`src/rtl/mux_scan_ctrl.sv`:
```
// Sequencer for a 4:1 mux stage: steps the select through every channel, waits a
// settle time on each, samples the mux output and publishes the scanned word.
module mux_scan_ctrl #(
    parameter int unsigned NCH    = 4,
    parameter int unsigned SW     = 2,
    parameter int unsigned SETTLE = 2
) (
    input  logic           clk,
    input  logic           rst_n,
    input  logic           start,
    input  logic           continuous,
    output logic [SW-1:0]  s,
    input  logic           y,
    output logic [NCH-1:0] data,
    output logic           valid,
    output logic           busy
);

    localparam int unsigned CW = 4;

    typedef enum logic [1:0] {
        ST_IDLE,
        ST_SETTLE,
        ST_SAMPLE
    } state_t;

    state_t         state;
    logic [CW-1:0]  cnt;
    // The last channel goes straight into data, so only NCH-1 bits need holding.
    logic [NCH-2:0] shadow;

    always_ff @(posedge clk or negedge rst_n) begin
        if (!rst_n) begin
            state  <= ST_IDLE;
            s      <= '0;
            cnt    <= '0;
            shadow <= '0;
            data   <= '0;
            valid  <= 1'b0;
            busy   <= 1'b0;
        end else begin
            valid <= 1'b0;
            case (state)
                ST_IDLE: begin
                    s    <= '0;
                    busy <= 1'b0;
                    if (start) begin
                        state <= ST_SETTLE;
                        cnt   <= '0;
                        busy  <= 1'b1;
                    end
                end
                ST_SETTLE: begin
                    cnt <= cnt + 1'b1;
                    if (cnt == CW'(SETTLE - 1))
                        state <= ST_SAMPLE;
                end
                ST_SAMPLE: begin
                    cnt <= '0;
                    if (s == SW'(NCH - 1)) begin
                        data  <= {y, shadow};
                        valid <= 1'b1;
                        s     <= '0;
                        if (continuous) begin
                            state <= ST_SETTLE;
                        end else begin
                            state <= ST_IDLE;
                            busy  <= 1'b0;
                        end
                    end else begin
                        shadow[s] <= y;
                        s         <= s + 1'b1;
                        state     <= ST_SETTLE;
                    end
                end
                default: begin
                    state <= ST_IDLE;
                    s     <= '0;
                    busy  <= 1'b0;
                end
            endcase
        end
    end

endmodule

```
`config.mk`:
```
export PLATFORM = sky130hd
export DESIGN_NAME = mux_scan_ctrl
export DESIGN_NICKNAME = d
export VERILOG_FILES = /design/src/rtl/mux_scan_ctrl.sv
export SDC_FILE = /design/constraint.sdc
export NUM_CORES = 1
export LEC_CHECK = 0
export ABC_AREA = 1
export BUFFER_PORTS_ARGS = -buffer_cell sky130_fd_sc_hd__buf_4
export CORE_MARGIN = 2
export CORE_UTILIZATION = 40
export CTS_CLUSTER_SIZE = 20
export DETAILED_ROUTE_END_ITERATION = 12
export GPL_TIMING_DRIVEN = 0
export PLACE_DENSITY = 0.69
export SYNTH_ARGS = -nofsm -noshare
export SYNTH_HDL_FRONTEND = slang
export SYNTH_SLANG_ARGS = --single-unit
```
`constraint.sdc`:
```
create_clock -name clk -period 1.6 [get_ports clk]
set_input_delay 0.4 -clock clk [delete_from_list [all_inputs] [get_ports clk]]
set_output_delay 0.4 -clock clk [all_outputs]
set_load 0.01 [all_outputs]
```
# After elaboration in Yosys (flattened, before gate mapping)
# Index checks and enable logic that the tools add are counted.
[word_totals]
reg_bits = 17
inputBits = 5
out_inout_bits = 8
elab_cells = 47
[op_classes]
add_sub_neg = 2
magnitude_cmp = 2
n_eq_ne = 8
mux = 18
bitwise = 2
n_reduce_logical = 8
[op_table]
columns = ["cell", "count"]
rows = [
  ["4-bit one-hot mux with 3 select lines", 1],
  ["2-bit 2-to-1 mux", 4],
  ["2-bit != test, second input constant", 4],
  ["2-bit AND reduction", 4],
  ["1-bit 2-to-1 mux", 7],
  ["2-bit one-hot mux with 3 select lines", 1],
  ["4-bit by 1-bit adder with 4-bit output, second input constant", 1],
  ["2-bit == test, second input constant", 2],
  ["4-bit by 1-bit == test with 1-bit output, second input constant", 1],
  ["4-bit 2-to-1 mux", 1],
  ["2-bit one-hot mux with 2 select lines", 1],
  ["3-bit bitwise mux", 1],
  ["2-bit by 3-bit less-than comparator with 1-bit output, second input constant", 1],
  ["1-bit one-hot mux with 3 select lines", 1],
  ["3-bit AND reduction", 1],
  ["3-bit nonzero test", 1],
  ["2-bit by 1-bit adder with 2-bit output, second input constant", 1],
  ["1-bit demux with 2-bit select", 1],
  ["2-bit by 1-bit == test with 1-bit output, second input constant", 1],
  ["2-bit by 1-bit >= comparator with 1-bit output, second input constant", 1],
  ["2-bit logical NOT", 1],
  ["1-bit inverter", 2],
  ["1-bit logical AND", 1],
]

# Depth between registers and ports, before layout
# Gate-level depths: netlist of the first run.
[depth]
word_depth = 5
ltp_mapped = 6
mapped_depth_nobuf = 6

# Worst setup path before layout of the first run
# No wires, ideal clock.
[synth_path]
path_kind = "reg-to-reg"
start = "register cnt[0]"
end = "register cnt[2]"
setup_ns = 0.118
arrival_ns = 1.000
required_ns = 1.482
slack_ns = 0.482
stages_incl_launch_ff = 5
path_buffers = 0
period_less_slack_ns = 1.118
cell_sequence = "dfrtp_1 -> ha_1 -> or2_2 -> nand3_1 -> nand2_1"
[synth_between]
elab_chain_cells = 2
[synth_rtl]
columns = ["item", "line", "source"]
rows = [
  ["start, declared", "28", "logic [CW-1:0] cnt;"],
  ["start signal, assigned", "54", "cnt <= cnt + 1'b1;"],
  ["4-bit by 1-bit adder with 4-bit output", "54", ""],
  ["4-bit one-hot mux with 3 select lines", "43", "case (state)"],
]
# No other way between the ends.
# A chain may end at the register's enable or synchronous reset.

# Final worst setup path of the first run
[layout_path]
start = "register s[0]"
end = "output port s[0]"
[layout_lines]
columns = ["item", "line", "source"]
rows = [
  ["start, declared", "12", "output logic [SW-1:0] s,"],
  ["start signal, assigned", "72", "s <= s + 1'b1;"],
]
# No word-level cell between the ends.

==> metrics.csv, run 1 <==
stage,metric,value,unit
clocking,"Reg clk slew, reported paths",0.09,ns
clocking,CTS root buf,clkbuf_4,
grt,largest net degree at the start of global routing,18,
cells_and_area,Reg area,425,sq um
placed_design,Final Wtd Congestion,0.752,
synth,Synth async-reset ratio,100,%
clocking,CTS buffer count,3,
drt,Vias per Instance,4.59,
drt,drc violations,0,
grt,initial antenna violation count,0,
cells_and_area,# diodes,0,
synth,Synth top area share,52.1,%
clocking,H-tree levels,1,
critical_path,WP data required,1.20,ns
synth,syn_nets,105,
die,Die Y,49.2,microns
synth,register bit total from synthesis,17,
power_and_ir_drop,leak pwr,0.000512,uW
timing,Worst-Margin Slew,0.491,ns
timing,max-slew violation count,0,
synth,"Seq/Total Area, Yosys",52.1,%
synth,Yosys top cell by area,dfrtp_1,
clocking,Post CTS Setup Buffer Count,0,
cells_and_area,# fillers,192,
cells_and_area,multi-input logic area,357,sq um
drt,Iter 0 DRT Violations,6,
synth,Mapped Area,817,sq um
critical_path,"Arr. time, crit path",0.87,ns
critical_path,Worst setup EP type,output pin,
clocking,# hold bufs at CTS,1,
synth,post-synth cell types,15,
critical_path,critical-path cell list,buf_4,
grt,vias in the first global route,548,
synth,Mean Syn Cell Area,8.69,sq um
die,Ports,13,
cells_and_area,Final Net Count,123,
synth,dominant synthesized flop cell,dfrtp_1,
clocking,Clock Sink Count,17,
power_and_ir_drop,pwr/cell area,1390,mW/mm^2
power_and_ir_drop,Worst IR Drop VDD,0.531,mV
synth,synth cell count leaders,"nand2_1, dfrtp_1, nand3_1",
timing,Max Fclk,0.789,GHz
timing,crit path time final,1.27,ns
run,max cap viols,0,
timing,setup violators final,0,
timing,Final Cycle Share,79.2,%
clocking,TritonCTS clock tree,done,
outcome,outcome,completed,
grt,grt total ovfl,0,
critical_path,Critical Path Start Type,flip-flop,
die,chip width,49.2,microns
timing,clock skew,0.00125,ns
critical_path,Crit Path Max Fanout,4,
timing,Worst Hold Slack,0.333,ns
drt,drt wl/cell,10.0,microns
placed_design,DP Area,941,sq um
die,die area,0.00242,sq mm
die,Core Box Area,0.00194,sq mm
drt,via count,633,
clocking,clock latency on the worst-skew pair,0.29,ns
cells_and_area,Finished Cell Area,977,sq um
clocking,CTS max path bufs,2,
drt,post-route antenna net violation count,0,
die,Rows,16,
timing,Fin. Hold Viols,0,
critical_path,CP max-delay cell,dfrtp_1,
drt,final WL,1380,microns
timing,post-route setup TNS,0,ns
placed_design,HPWL Detailed,1030,microns
drt,Detailed Routing Iterations Pass 1,4,
grt,first-pass GRT wire length,2300,microns
cells_and_area,Layout area overhead,19.6,%
die,Initial Utilization,42.1,%
grt,global-route usage over all layers,13.1,%
synth,Synth area leaders,"dfrtp_1, nand2_1, ha_1, nand3_1, inv_1",
synth,Synth Instances,94,
critical_path,critical path class,reg2out,
critical_path,cell family with most CP delay,flip-flops,
critical_path,Buf/Inv on CP,1,
power_and_ir_drop,Pwr Total,1360,uW
synth,"count leader, synth",nand2_1,
synth,number of synthesized flops with an enable pin,0,
cells_and_area,final core occ,50.3,%
timing,Slew HR,66.9,%
synth,Syn. warnings,0,
clocking,Post-CTS Resized,0,
critical_path,max incr delay on CP,0.42,ns
placed_design,IO buf count,12,
cells_and_area,layout cells sized above 1,20.7,%
min_path,Hold Crit Class,in2reg,
timing,RSZ-0062 raised after global routing,no,
[layout by cell type (no fill, tap or decap), drive strengths merged]
| master | synthesis | layout |
|---|---|---|
| nand4 | 1 | 1 |
| clkbuf | 0 | 4 |
| clkinv | 1 | 1 |
| or2 | 3 | 3 |
| inv | 8 | 8 |
| ha | 6 | 6 |
| nor2 | 5 | 5 |
| nand2 | 38 | 38 |
| buf | 0 | 12 |
| dlygate4sd3 | 0 | 1 |
| dfrtp | 17 | 17 |
| nand3 | 12 | 12 |
| o21ai | 3 | 3 |
[cell families (layout without fill, tap and decap cells)]
logic type	after synthesis	after routing	share of synthesized area [%]
simple gates	59	59	32.6
buf+inv	9	26	4.29
flops	17	17	52.1
compound gates	3	3	1.84
fa+ha+maj	6	6	9.19
[state kept, by name, summed over array words and instances (netlist names)]
register	count
busy	1
s	2
state	2
valid	1
cnt	4
data	4
shadow	3
[cell type report]
type | instances | area share [%]
Clock buffer | 4 | 2.69
Inverter | 9 | 3.59
Multi-Input combinational cell | 68 | 36.5
Sequential cell | 17 | 43.5
Tap cell | 27 | 3.46
Timing Repair Buffer | 13 | 10.2
[report_power, final]
part | switching [uW] | internal, uW | leakage, uW
registers | 110 | 550 | 0.000213
logic | 286 | 189 | 0.000285
clock network | 130 | 96.9 | 0.0000150
total | 526 | 836 | 0.000512
[worst paths after layout]
kind                       cells past startpoint  slack, ns             startpoint               endpoint
max                                            1       0.33       s[0]$_DFFE_PN0N_                   s[0]
min                                            3       0.33                      y    data[3]$_DFFE_PN0P_
max reg2reg                                    4       0.41     cnt[0]$_DFFE_PN0P_     cnt[2]$_DFFE_PN0P_
min reg2reg                                    2       0.48  shadow[0]$_DFFE_PN0P_  shadow[0]$_DFFE_PN0P_
max in group asynchronous                      2       0.92                  rst_n       s[0]$_DFFE_PN0N_
min in group asynchronous                      2       0.50                  rst_n    data[1]$_DFFE_PN0P_
[stage by stage]
step                      worst slack [ns]  instances
after floorplan                      0.482         94
after global placement               0.398        133
after detailed placement             0.404        133
after CTS                            0.323        138
after global routing                 0.241        138
final                                0.333        138
[metal layers]
| layer | wire (microns) | GRT usage [%] | part of all wire [%] | vias up |
|---|---|---|---|---|
| met4 | 44 | 10.0 | 3.2 | 0 |
| met2 | 600 | 19.1 | 43 | 10 |
| li1 | - | - | - | 331 |
| met5 | 0 | 0 | 0 | - |
| met1 | 692 | 16.8 | 50 | 287 |
| met3 | 46 | 3.07 | 3.3 | 5 |
Power figures use the tool's default switching activity.
==> run 2, diff against run 1 <==
--- a/config.mk
+++ b/config.mk
@@ -12,7 +12,7 @@
 export CTS_CLUSTER_SIZE = 20
 export DETAILED_ROUTE_END_ITERATION = 12
 export GPL_TIMING_DRIVEN = 0
-export PLACE_DENSITY = 0.69
+export PLACE_DENSITY = 0.71
 export SYNTH_ARGS = -nofsm -noshare
 export SYNTH_HDL_FRONTEND = slang
 export SYNTH_SLANG_ARGS = --single-unit
==> constraint.sdc (replaced) <==
create_clock -name clk -period 1.1 [get_ports clk]
set_input_delay 0.275 -clock clk [delete_from_list [all_inputs] [get_ports clk]]
set_output_delay 0.275 -clock clk [all_outputs]
set_load 0.01 [all_outputs]
==> metrics.csv, run 2 (same netlist as run 1, synthesis figures left out) <==
stage,metric,value,unit,change
cells_and_area,final core occ,57.2,%,was 50.3%
cells_and_area,Finished Cell Area,0.00111,sq mm,was 977 sq um
placed_design,HPWL Detailed,1060,microns,was 1030 microns
grt,first-pass GRT wire length,2670,microns,was 2300 microns
power_and_ir_drop,Sw Ratio,38.2,%,was 38.6%
timing,setup violators final,5,,was 0
timing,Final Cycle Share,104,%,
timing,max-slew violation count,0,,unchanged
grt,largest net degree at the start of global routing,18,,unchanged
die,chip width,49.2,microns,unchanged
outcome,outcome,"complete, but fails checks",,was completed
critical_path,critical path class,reg2out,,unchanged
cells_and_area,most frequent cells in the layout,"nand2_1, dfrtp_1, buf_4, nand3_1, buf_6",,"was nand2_1, dfrtp_1, nand3_1, buf_4"
critical_path,cell family with most CP delay,flip-flops,,unchanged
timing,clock skew,0.00625,ns,was 0.00125 ns
die,Initial Utilization,42.1,%,unchanged
placed_design,pre-CTS setup slack,-0.0668,ns,was 0.404 ns
clocking,CTS buffer count,3,,unchanged
power_and_ir_drop,leak pwr,0.000566,uW,was 0.000512 uW
critical_path,Buf/Inv on CP,1,,unchanged
cells_and_area,largest registers,"cnt x4, data x4, shadow x3",,unchanged
cells_and_area,Final Net Count,131,,was 123
clocking,CTS max path bufs,2,,unchanged
drt,Detailed Routing Iterations Pass 1,4,,unchanged
cells_and_area,Finished Layout Cells,146,,was 138
run,max cap viols,0,,unchanged
min_path,Hold Crit Class,in2reg,,unchanged
power_and_ir_drop,sequential power share,43.8,%,was 48.5%
clocking,H-tree levels,1,,unchanged
critical_path,FF-to-FF Start,s[1]$_DFFE_PN0N_,,was cnt[0]$_DFFE_PN0P_
timing,Slew HR,80.9,%,was 66.9%
power_and_ir_drop,switching power total,864,uW,was 526 uW
cells_and_area,multi-input logic area,397,sq um,was 357 sq um
critical_path,max incr delay on CP,0.44,ns,was 0.42 ns
clocking,CTS root buf,clkbuf_4,,unchanged
min_path,Hold Crit Depth,3,,unchanged
drt,post-route antenna net violation count,0,,unchanged
critical_path,CP max-delay cell,dfrtp_1,,unchanged
critical_path,Worst setup EP type,output pin,,unchanged
drt,drt wl/cell,10.7,microns,was 10.0 microns
power_and_ir_drop,Worst IR Drop VDD,1.13,mV,was 0.531 mV
power_and_ir_drop,Pint,1400,uW,was 836 uW
die,Ports,13,,unchanged
die,Die Y,49.2,microns,unchanged
placed_design,IO buf count,12,,unchanged
cells_and_area,Layout area overhead,35.8,%,was 19.6%
critical_path,Critical Path Start Type,flip-flop,,unchanged
power_and_ir_drop,Clk pwr share,14.7,%,was 16.6%
drt,Vias per Instance,4.58,,was 4.59
clocking,TritonCTS clock tree,done,,unchanged
die,die area,0.00242,sq mm,unchanged
cells_and_area,"commonest non-fill, non-tap cell in the layout",nand2_1,,unchanged
placed_design,Final Wtd Congestion,0.706,,was 0.752
grt,global-route usage over all layers,14.7,%,was 13.1%
timing,worst setup margin,-0.0486,ns,was 0.333 ns
outcome,violated checks,setup timing,,
grt,vias in the first global route,681,,was 548
power_and_ir_drop,Pwr Total,2260,uW,was 1360 uW
die,Core Box Area,0.00194,sq mm,unchanged
grt,initial antenna violation count,0,,unchanged
critical_path,Stages on worst setup path,1,,unchanged
cells_and_area,Reg area,428,sq um,was 425 sq um
cells_and_area,# fillers,179,,was 192
die,Rows,16,,unchanged
min_path,Hold Crit Start,y,,unchanged
critical_path,Crit Path Max Fanout,4,,unchanged
critical_path,WP data required,0.82,ns,was 1.20 ns
clocking,"Reg clk slew, reported paths",0.10,ns,was 0.09 ns
drt,via count,668,,was 633
critical_path,crit path from,s[1]$_DFFE_PN0N_,,was s[0]$_DFFE_PN0N_
clocking,Clock Sink Count,17,,unchanged
grt,grt total ovfl,0,,unchanged
timing,Max Fclk,0.871,GHz,
power_and_ir_drop,Logic pwr share,41.5,%,was 34.9%
cells_and_area,# diodes,0,,unchanged
critical_path,R2R depth,6,,was 4
power_and_ir_drop,pwr/cell area,2040,mW/mm^2,was 1390 mW/mm^2
cells_and_area,layout cells sized above 1,31.9,%,was 20.7%
critical_path,"Arr. time, crit path",0.87,ns,about the same
clocking,clock latency on the worst-skew pair,0.29,ns,about the same
placed_design,DP Cell Count,133,,unchanged
timing,Worst-Margin Slew,0.285,ns,was 0.491 ns
drt,drc violations,0,,unchanged
drt,final WL,1560,microns,was 1380 microns
placed_design,DP Area,946,sq um,was 941 sq um
drt,Iter 0 DRT Violations,14,,was 6
timing,RSZ-0062 raised after global routing,yes,,was no
critical_path,critical-path cell list,buf_6,,was buf_4
critical_path,FF-to-FF setup slack,-0.01,ns,was 0.41 ns
timing,Fin. Hold Viols,0,,unchanged
timing,crit path time final,1.15,ns,
[run 2: cell types whose count changed in the layout (fill, tap and decap cells not counted), sizes merged]
cell	before	now
buf	12	20
[run 2: path summary, 6_finish.rpt]
check	to
worst max-delay path	s[1]
worst min-delay path	data[3]$_DFFE_PN0P_
worst max register to register	busy$_DFFE_PN0P_
worst min register to register	shadow[2]$_DFFE_PN0P_
max in group asynchronous	state[1]$_DFFE_PN0P_
min in group asynchronous	data[1]$_DFFE_PN0P_
[run 2: layout make-up]
| class | instances | area share [%] |
|---|---|---|
| Sequential cell | 17 | 38.6 |
| Tap cell | 27 | 3.04 |
| Multi-Input combinational cell | 68 | 35.7 |
| Timing Repair Buffer | 21 | 17.1 |
| Inverter | 9 | 3.16 |
| Clock buffer | 4 | 2.37 |
[run 2: per-stage QoR]
step	hold slack (ns)	TNS, ns
after global placement	0.151	-0.0407
final	0.224	-0.115
after global routing	0.206	-0.835
after detailed placement	0.154	-0.0769
after CTS	0.219	-0.211
after floorplan	-0.0206	0
[run 2: power by group through the flow]
stage / clock network [uW] / registers (uW) / logic [uW]
3_3_place_gp: 0 / 962 / 678
4_1_cts: 344 / 952 / 836
6_report: 332 / 991 / 940
5_1_grt: 388 / 1020 / 1070
3_5_place_dp: 0 / 972 / 703
2_1_floorplan: 0 / 957 / 499
[run 2: timing repair]
action / 4_1_cts / 5_1_grt
buffers inserted: 4 / 4
setup endpoints to repair: 18 / 21
pin swaps: 2 / 4
hold endpoints to repair: 17 / 0
hold buffers: 1 / 0
gates resized for setup: 8 / 9
[run 2: layer usage]
metal | vias up | GRT usage [%] | wire length [microns]
met4 | 0 | 9.52 | 29
met2 | 16 | 27.0 | 814
li1 | 345 | - | -
met3 | 3 | 3.07 | 44
met5 | - | 0 | 0
met1 | 304 | 14.8 | 677
==> run 3, diff against run 2 <==
--- a/config.mk
+++ b/config.mk
@@ -8,11 +8,12 @@
 export ABC_AREA = 1
 export BUFFER_PORTS_ARGS = -buffer_cell sky130_fd_sc_hd__buf_4
 export CORE_MARGIN = 2
-export CORE_UTILIZATION = 40
+export CORE_UTILIZATION = 35
 export CTS_CLUSTER_SIZE = 20
 export DETAILED_ROUTE_END_ITERATION = 12
 export GPL_TIMING_DRIVEN = 0
-export PLACE_DENSITY = 0.71
+export PLACE_DENSITY = 0.65
+export RECOVER_POWER = 100
 export SYNTH_ARGS = -nofsm -noshare
 export SYNTH_HDL_FRONTEND = slang
 export SYNTH_SLANG_ARGS = --single-unit
==> metrics.csv, run 3 (same netlist as run 1, synthesis figures left out) <==
stage,metric,value,unit,change
outcome,outcome,"complete, but fails checks",,unchanged
outcome,violated checks,setup timing,,unchanged
grt,grt total ovfl,0,,unchanged
timing,post-route setup TNS,-0.227,ns,was -0.115 ns
die,die area,0.00274,sq mm,was 0.00242 sq mm
clocking,H-tree levels,1,,unchanged
power_and_ir_drop,Pint,1280,uW,was 1400 uW
grt,global-route usage over all layers,11.8,%,was 14.7%
clocking,CTS buffer count,3,,unchanged
die,Rows,17,,was 16
critical_path,CP max-delay cell,dfrtp_1,,unchanged
clocking,TritonCTS clock tree,done,,unchanged
grt,vias in the first global route,598,,was 681
critical_path,critical-path cell list,buf_6,,unchanged
run,max cap viols,0,,unchanged
min_path,Hold Crit Class,in2reg,,unchanged
power_and_ir_drop,Clk pwr share,15.7,%,was 14.7%
timing,clock skew,0.00308,ns,was 0.00625 ns
drt,drt wl/cell,10.4,microns,was 10.7 microns
timing,Worst-Margin Slew,0.425,ns,was 0.285 ns
drt,met1 WL,635,microns,was 677 microns
cells_and_area,largest registers,"cnt x4, data x4, shadow x3",,unchanged
timing,Fin. Hold Viols,0,,unchanged
placed_design,IO buf count,12,,unchanged
grt,first-pass GRT wire length,2370,microns,was 2670 microns
power_and_ir_drop,switching power total,808,uW,was 864 uW
min_path,Hold Crit Depth,3,,unchanged
critical_path,Buf/Inv on CP,1,,unchanged
drt,Detailed Routing Iterations Pass 1,4,,unchanged
clocking,Clock Sink Count,17,,unchanged
die,Initial Utilization,36.9,%,was 42.1%
die,Ports,13,,unchanged
cells_and_area,Finished Layout Cells,144,,was 146
cells_and_area,multi-input logic area,372,sq um,was 397 sq um
cells_and_area,"commonest non-fill, non-tap cell in the layout",nand2_1,,unchanged
die,chip width,52.3,microns,was 49.2 microns
drt,post-route antenna net violation count,0,,unchanged
drt,Max Used Layer,met3,,was met4
cells_and_area,# diodes,0,,unchanged
cells_and_area,most frequent cells in the layout,"nand2_1, dfrtp_1, nand3_1, buf_4, buf_6",,"was nand2_1, dfrtp_1, buf_4, nand3_1, buf_6"
timing,Max Fclk,0.867,GHz,was 0.871 GHz
placed_design,DP Cell Count,134,,was 133
critical_path,max incr delay on CP,0.45,ns,was 0.44 ns
cells_and_area,# fillers,221,,was 179
critical_path,Worst setup EP type,output pin,,unchanged
cells_and_area,final core occ,48.0,%,was 57.2%
critical_path,Crit Path Max Fanout,4,,unchanged
timing,RSZ-0062 raised after global routing,yes,,unchanged
drt,met3 routed wirelength,83,microns,was 44 microns
power_and_ir_drop,leak pwr,0.000538,uW,was 0.000566 uW
power_and_ir_drop,Worst IR Drop VDD,1.24,mV,was 1.13 mV
grt,initial antenna violation count,0,,unchanged
critical_path,FF-to-FF setup slack,-0.04,ns,was -0.01 ns
placed_design,Final Wtd Congestion,0.761,,was 0.706
power_and_ir_drop,Sw Ratio,38.7,%,was 38.2%
critical_path,WP data required,0.82,ns,about the same
drt,Vias per Instance,4.50,,was 4.58
timing,max-slew violation count,0,,unchanged
clocking,CTS max path bufs,2,,unchanged
timing,Slew HR,71.6,%,was 80.9%
drt,final WL,1490,microns,was 1560 microns
critical_path,cell family with most CP delay,flip-flops,,unchanged
placed_design,HPWL Detailed,1080,microns,was 1060 microns
cells_and_area,layout cells sized above 1,30.2,%,was 31.9%
timing,worst setup margin,-0.0535,ns,was -0.0486 ns
clocking,"Reg clk slew, reported paths",0.10,ns,about the same
clocking,CTS root buf,clkbuf_4,,unchanged
drt,drc violations,0,,unchanged
critical_path,Critical Path Start Type,flip-flop,,unchanged
clocking,clock latency on the worst-skew pair,0.28,ns,was 0.29 ns
grt,largest net degree at the start of global routing,18,,unchanged
cells_and_area,Final Net Count,128,,was 131
timing,setup violators final,10,,was 5
cells_and_area,Reg area,428,sq um,unchanged
critical_path,"Arr. time, crit path",0.88,ns,was 0.87 ns
die,Core Box Area,0.00221,sq mm,was 0.00194 sq mm
die,Die Y,52.3,microns,was 49.2 microns
critical_path,Stages on worst setup path,1,,unchanged
drt,via count,648,,was 668
timing,Final Cycle Share,105,%,was 104%
critical_path,R2R depth,4,,was 6
power_and_ir_drop,Logic pwr share,36.4,%,was 41.5%
drt,Iter 0 DRT Violations,5,,was 14
power_and_ir_drop,pwr/cell area,1960,mW/mm^2,was 2040 mW/mm^2
critical_path,critical path class,reg2out,,unchanged
drt,routed wl met2,772,microns,was 814 microns
timing,Worst Hold Slack,0.230,ns,was 0.224 ns
power_and_ir_drop,sequential power share,47.9,%,was 43.8%
timing,crit path time final,1.15,ns,about the same
cells_and_area,Layout area overhead,30.0,%,was 35.8%
[run 3: cell count changes in the layout (fill, tap and decap cells not counted), sizes merged]
cell    before  now
buf         20   16
clkinv       1    2
[run 3: metal layers]
| layer | vias to the layer above | GRT usage (%) |
|---|---|---|
| li1 | 340 | - |
| met3 | 0 | 4.86 |
| met5 | - | 0 |
| met4 | 0 | 2.14 |
| met1 | 292 | 12.9 |
| met2 | 16 | 21.3 |
[run 3: final cells by class]
cell class / count / area share, %
Sequential cell: 17 / 40.3
Multi-Input combinational cell: 68 / 35.0
Clock inverter: 1 / 0.471
Tap cell: 28 / 3.30
Inverter: 9 / 3.30
Clock buffer: 3 / 2.12
Timing Repair Buffer: 18 / 15.5
[run 3: worst paths after layout]
| kind | startpoint | end |
|---|---|---|
| hold / removal | y | data[3]$_DFFE_PN0P_ |
| setup reg to reg | cnt[0]$_DFFE_PN0P_ | cnt[2]$_DFFE_PN0P_ |
| hold reg to reg | shadow[1]$_DFFE_PN0P_ | shadow[1]$_DFFE_PN0P_ |
| max in group asynchronous | rst_n | cnt[1]$_DFFE_PN0P_ |
| setup / recovery | s[0]$_DFFE_PN0N_ | s[0] |
| min in group asynchronous | rst_n | s[0]$_DFFE_PN0N_ |
[run 3: per-stage QoR]
stage	power [uW]	area [sq um]	setup WS, ns
finish	2090	1060	-0.0535
CTS	2090	1030	-0.0655
global route	2270	1060	-0.0903
floorplan	1460	822	0.00317
global placement	1640	947	-0.0309
detailed placement	1670	947	-0.0577
[run 3: power groups by stage]
stage / sequential (uW) / clock, uW / combinational (uW)
6_report: 999 / 327 / 760
5_1_grt: 1020 / 378 / 872
4_1_cts: 980 / 356 / 759
3_5_place_dp: 973 / 0 / 699
3_3_place_gp: 966 / 0 / 677
2_1_floorplan: 957 / 0 / 499
[run 3: repair_timing]
item	in CTS	in global routing
setup endpoints to repair	19	20
hold buffers	1	0
pin swaps	1	1
hold endpoints to repair	17	0
resized for setup	10	4
buffers inserted	3	2
